<file path="src/rtl/mips16_trace_buffer.sv">
// Trigger-based capture buffer for the MIPS16 core: circular pre-trigger history of {pc, alu},
// a fixed post-trigger window, then an oldest-first readout. Define TRACE_TIMESTAMP_EN for per-entry timestamps.
module mips16_trace_buffer #(
  parameter int DEPTH        = 16,
  parameter int ADDR_W       = 4,
  parameter int POST_SAMPLES = 4
) (
  input  logic              clk,
  input  logic              reset,
  input  logic              arm,
  input  logic [15:0]       trig_pc,
  input  logic              cap_en,
  input  logic [15:0]       pc_in,
  input  logic [15:0]       alu_in,
  input  logic              rd_req,
  output logic [31:0]       rd_data,
  output logic              rd_valid,
  output logic [15:0]       rd_ts,
  output logic              done,
  output logic [1:0]        state_out,
  output logic [ADDR_W:0]   count
);

  typedef enum logic [1:0] {
    S_IDLE  = 2'd0,
    S_ARMED = 2'd1,
    S_POST  = 2'd2,
    S_DONE  = 2'd3
  } state_t;

  localparam logic [ADDR_W:0]   FULL      = (ADDR_W+1)'(DEPTH);
  localparam logic [ADDR_W-1:0] POST_INIT = ADDR_W'(POST_SAMPLES);
  localparam logic [ADDR_W-1:0] POST_LAST = ADDR_W'(1);
  localparam bit                NO_POST   = (POST_SAMPLES == 0);

  state_t            state_q;
  logic [ADDR_W-1:0] wr_ptr_q;
  logic [ADDR_W-1:0] rd_ptr_q;
  logic [ADDR_W:0]   count_q;
  logic [ADDR_W-1:0] post_cnt_q;
  logic [ADDR_W:0]   remaining_q;
  logic [15:0]       trig_q;
  logic [31:0]       rd_data_q;
  logic              rd_valid_q;
  logic              done_q;

  logic              capturing;
  logic              wr_en;
  logic              hit;
  logic              enter_done;
  logic              rd_ok;
  logic [ADDR_W-1:0] wr_ptr_d;
  logic [ADDR_W:0]   count_d;

  logic [31:0]       mem_q [DEPTH];

  always_comb begin
    capturing  = (state_q == S_ARMED) || (state_q == S_POST);
    wr_en      = !arm && capturing && cap_en;
    wr_ptr_d   = wr_ptr_q + 1'b1;
    count_d    = (count_q == FULL) ? count_q : count_q + 1'b1;
    hit        = (state_q == S_ARMED) && (pc_in == trig_q);
    // The sample that completes the capture is always written before the freeze.
    enter_done = wr_en && ((hit && NO_POST) ||
                           ((state_q == S_POST) && (post_cnt_q == POST_LAST)));
    rd_ok      = !arm && (state_q == S_DONE) && rd_req && (remaining_q != '0);
  end

  always_ff @(posedge clk) begin
    if (wr_en) begin
      mem_q[wr_ptr_q] <= {pc_in, alu_in};
    end
  end

  always_ff @(posedge clk or posedge reset) begin
    if (reset) begin
      state_q     <= S_IDLE;
      wr_ptr_q    <= '0;
      rd_ptr_q    <= '0;
      count_q     <= '0;
      post_cnt_q  <= '0;
      remaining_q <= '0;
      trig_q      <= '0;
      rd_data_q   <= '0;
      rd_valid_q  <= 1'b0;
      done_q      <= 1'b0;
    end else begin
      rd_valid_q <= 1'b0;
      if (arm) begin
        state_q     <= S_ARMED;
        trig_q      <= trig_pc;
        wr_ptr_q    <= '0;
        rd_ptr_q    <= '0;
        count_q     <= '0;
        post_cnt_q  <= '0;
        remaining_q <= '0;
        done_q      <= 1'b0;
      end else begin
        unique case (state_q)
          S_IDLE: begin
          end
          S_ARMED: begin
            if (wr_en) begin
              wr_ptr_q <= wr_ptr_d;
              count_q  <= count_d;
              if (hit && !NO_POST) begin
                state_q    <= S_POST;
                post_cnt_q <= POST_INIT;
              end
            end
          end
          S_POST: begin
            if (wr_en) begin
              wr_ptr_q   <= wr_ptr_d;
              count_q    <= count_d;
              post_cnt_q <= post_cnt_q - 1'b1;
            end
          end
          S_DONE: begin
            if (rd_ok) begin
              rd_data_q   <= mem_q[rd_ptr_q];
              rd_valid_q  <= 1'b1;
              rd_ptr_q    <= rd_ptr_q + 1'b1;
              remaining_q <= remaining_q - 1'b1;
            end
          end
        endcase
        // A full buffer has its oldest entry at the next write slot; otherwise it starts at 0.
        if (enter_done) begin
          state_q     <= S_DONE;
          done_q      <= 1'b1;
          rd_ptr_q    <= (count_d == FULL) ? wr_ptr_d : '0;
          remaining_q <= count_d;
        end
      end
    end
  end

`ifdef TRACE_TIMESTAMP_EN
  logic [15:0] ts_q;
  logic [15:0] rd_ts_q;
  logic [15:0] ts_mem_q [DEPTH];

  always_ff @(posedge clk) begin
    if (wr_en) begin
      ts_mem_q[wr_ptr_q] <= ts_q;
    end
  end

  // Counts every capture-phase clock, so cap_en stalls show up as gaps between entries.
  always_ff @(posedge clk or posedge reset) begin
    if (reset) begin
      ts_q    <= '0;
      rd_ts_q <= '0;
    end else begin
      if (arm) begin
        ts_q <= '0;
      end else if (capturing) begin
        ts_q <= ts_q + 1'b1;
      end
      if (rd_ok) begin
        rd_ts_q <= ts_mem_q[rd_ptr_q];
      end
    end
  end

  assign rd_ts = rd_ts_q;
`else
  assign rd_ts = 16'h0000;
`endif

  assign rd_data   = rd_data_q;
  assign rd_valid  = rd_valid_q;
  assign done      = done_q;
  assign state_out = state_q;
  assign count     = count_q;

endmodule
</file>
<file path="config.mk">
export PLATFORM = sky130hd
export DESIGN_NAME = mips16_trace_buffer
export DESIGN_NICKNAME = d
export VERILOG_FILES = /design/src/rtl/mips16_trace_buffer.sv
export SDC_FILE = /design/constraint.sdc
export NUM_CORES = 1
export LEC_CHECK = 0
export CAP_MARGIN = 40
export CORE_MARGIN = 3
export CORE_UTILIZATION = 60
export DETAILED_ROUTE_END_ITERATION = 6
export PLACE_DENSITY = 0.79
export REMOVE_ABC_BUFFERS = 1
export SLEW_MARGIN = 20
export SYNTH_ARGS = -nofsm -noshare
export SYNTH_HDL_FRONTEND = slang
export SYNTH_SLANG_ARGS = --single-unit
export TNS_END_PERCENT = 100
</file>
<file path="constraint.sdc">
create_clock -name clk -period 3.37 [get_ports clk]
set_clock_uncertainty 0.15 [all_clocks]
set_input_delay 0.674 -clock clk [delete_from_list [all_inputs] [get_ports clk]]
set_output_delay 0.674 -clock clk [all_outputs]
set_load 0.1 [all_outputs]
</file>
==> results.yml <==
run_status:
  outcome: "finished, final reports clean"
pwr:
  leakage_nw: 8.926
  peakVddDrop_uv: 501.3
  p_per_area_mw_per_mm2: 545.4
  total_power_mw: 14.58
critical_path:
  r2r_start: "rd_ptr_q[1]"
  path_class: "reg -> reg"
  cp-end-kind: "flop"
  critical_path_arrival_ns: 3.10
  setup.worst_path.end: "rd_data[30]"
  worstPathRequired_ns: 3.71
  critPathLaunch: "rd_ptr_q[1]"
  r2r_slack_ns: 0.61
  startpoint_type: "flop"
  reg2reg_depth: 4
  cp_max_fo: 43
  reg2reg_to: "rd_data[30]"
synth:
  synth.largest_area_cell: "edfxtp_1"
  ys_top_cells_by_count: "512 x edfxtp_1, 160 x mux4_2, 74 x dfrtp_1"
  synth_top_area_share_pct: 66.85
  ys_seq_area_share_pct: 74.90
  postSynthCellCount: 1056
  syn_area_mm2: 0.02300
  synth-async-reset-ratio_pct: 12.63
  synth_top_family_by_area: "multiplexers"
  synth-seq-cells: 586
  synth_ff_type: "edfxtp_1"
  synthAdderAreaFrac_pct: 0.7072
  synth_cell_type_count: 44
  post-synth-top-count-cell: "edfxtp_1"
  synth.area.mux_share_pct: 18.24
  synth_compound_area_share_pct: 0.8759
  synth.area.top_cells: "edfxtp_1 67%, mux4_2 16%, dfrtp_1 8.1%"
  synth-warning-count: 0
  synth_enable_flop_cells: 512
  synth.avg_cell_area_um2: 21.78
  synthXorXnorAreaFrac_pct: 1.142
  synth-simple-area-share_pct: 2.290
floorplanning:
  initial_core_util_pct: 60.92
  io_pins: 110
  die_h_um: 201.8
  die_x_um: 201.8
  core_area_mm2: 0.03776
  row_count: 71
  die_area_mm2: 0.04072
cts:
  cts.sinks: 586
  cts_made_buffers: 56
  post_cts_resized: 0
  cts_setup_buffers: 0
  cts_root_buf: "clkbuf_16"
  htreeDepth: 2
  cts_tree: "built"
  clock_latency_ns: 0.61
  cts_hold_buf: 0
  clockBufferDepth: 3
  path_clk_slew_ns: 0.06
sta:
  layout_min_cycle_time_ns: 2.755
  setup_viol: 0
  worst_slew_pin_slew_ns: 0.8137
  hold_viol_final: 0
  rsz0062_at_grt: "false"
  post-route-period-util_pct: 81.75
  maxSlewViolCount: 0
  fmax_mhz: 363.0
  fin_hold_ws_ns: 0.2599
  max_slew_margin_pct: 45.76
global_routing:
  grt.total_usage_pct: 26.09
  grt_pass1_vias: 11840
  grt_overflow: 0
  grt_max_degree: 52
  antenna_found_initial: 0
  grt_pass1_wl_um: 77450
run:
  drv_cap: 0
finish:
  syn_to_final_growth_pct: 16.24
  drive_gt1_share_pct: 33.83
  final_nets: 1300
  fillCellCount: 2166
  antenna_cells: 0
placement:
  gp_congestion: 0.7783
  port_buffers: 93
  post-dp-hpwl_um: 29290
detailed_routing:
  first_iter_violations: 1120
  dr.pass1.iters: 5
  drc: 0
  wirelength_um: 51410
  wire_per_inst_um: 28.70
  via_per_inst: 6.308
  vias: 11300
  ant_nets: 0
worst_hold_path:
  hold_path_class: "in -> async"
per-stage QoR:
stage                     TNS (ns)  setup slack, ns  instances  cell area, um^2  utilization, %
after floorplan            -118.65           -3.270       1005            22690               -
after global placement           0           0.1320       1687            24970           66.13
final                            0           0.6149       1791            26730           70.81
after CTS                        0           0.6437       1791            26730           70.81
after detailed placement         0           0.1427       1687            24970           66.13
after global routing             0           0.4871       1791            26730           70.81
registers in the layout, indices dropped and copies added, names as in the netlist:
register / count
mem_q: 512
rd_data: 32
trig_q: 16
count: 5
remaining_q: 5
post_cnt_q: 4
rd_ptr_q: 4
wr_ptr_q: 4
state_out: 2
done: 1
rd_valid: 1
final cells by class:
type / instances / area [um^2] / share of cell area, %
inverters: 15 / 57.56 / 0.2153
clock buffers: 69 / 1481 / 5.541
repair buffers: 171 / 1597 / 5.972
clock inverters: 35 / 286.5 / 1.072
well taps: 511 / 639.4 / 2.392
multi-input cells: 404 / 5436 / 20.34
flip-flops and latches: 586 / 17240 / 64.47
worst min path at each step:
stage,startpoint,endpoint,slack (ns),cells after the start
2_1_floorplan,remaining_q[4],remaining_q[4],0.34,2
4_1_cts,reset,rd_data[24],0.26,2
3_5_place_dp,rd_data[17],rd_data[17],0.35,1
5_1_grt,reset,rd_data[24],0.29,2
6_report,reset,rd_data[24],0.26,2
3_3_place_gp,rd_data[17],rd_data[17],0.34,1
critical path, cell delays in order, from the launching register on:
cell and delay [ns]:
dfrtp_4 0.87, buf_4 0.39, mux4_2 0.37, mux4_2 0.54
mux2_2 0.29
power breakdown:
| part | switching, mW | internal [mW] |
|---|---|---|
| Combinational | 0.350 | 0.172 |
| Sequential | 0.0353 | 7.97 |
| Clock | 2.63 | 3.43 |
per-layer routing:
metal	vias up	share of wire [%]	track usage (%)
li1	4658	-	-
met1	5936	38	36.18
met2	582	51	42.59
met3	122	7.4	5.073
met4	0	3.3	9.170
met5	-	0	0
kinds of logic after synthesis:
logic type | after synthesis
compound gates | 33
flops | 586
fa+ha+maj | 13
other cells | 1
simple gates | 99
buf+inv | 81
mux | 213
xor+xnor | 30
cells in the final DEF, fill, tap and decap left out, types with 17 or more instances in the layout:
cell type        instances
clkdlybuf4s50_1         51
mux4_2                 160
edfxtp_1               512
buf_4                  104
nor2_1                  24
xor2_1                  17
dfrtp_1                 70
nand2_1                 18
clkbuf_16               57
mux2_2                  49
(Power assumes the default switching activity.)
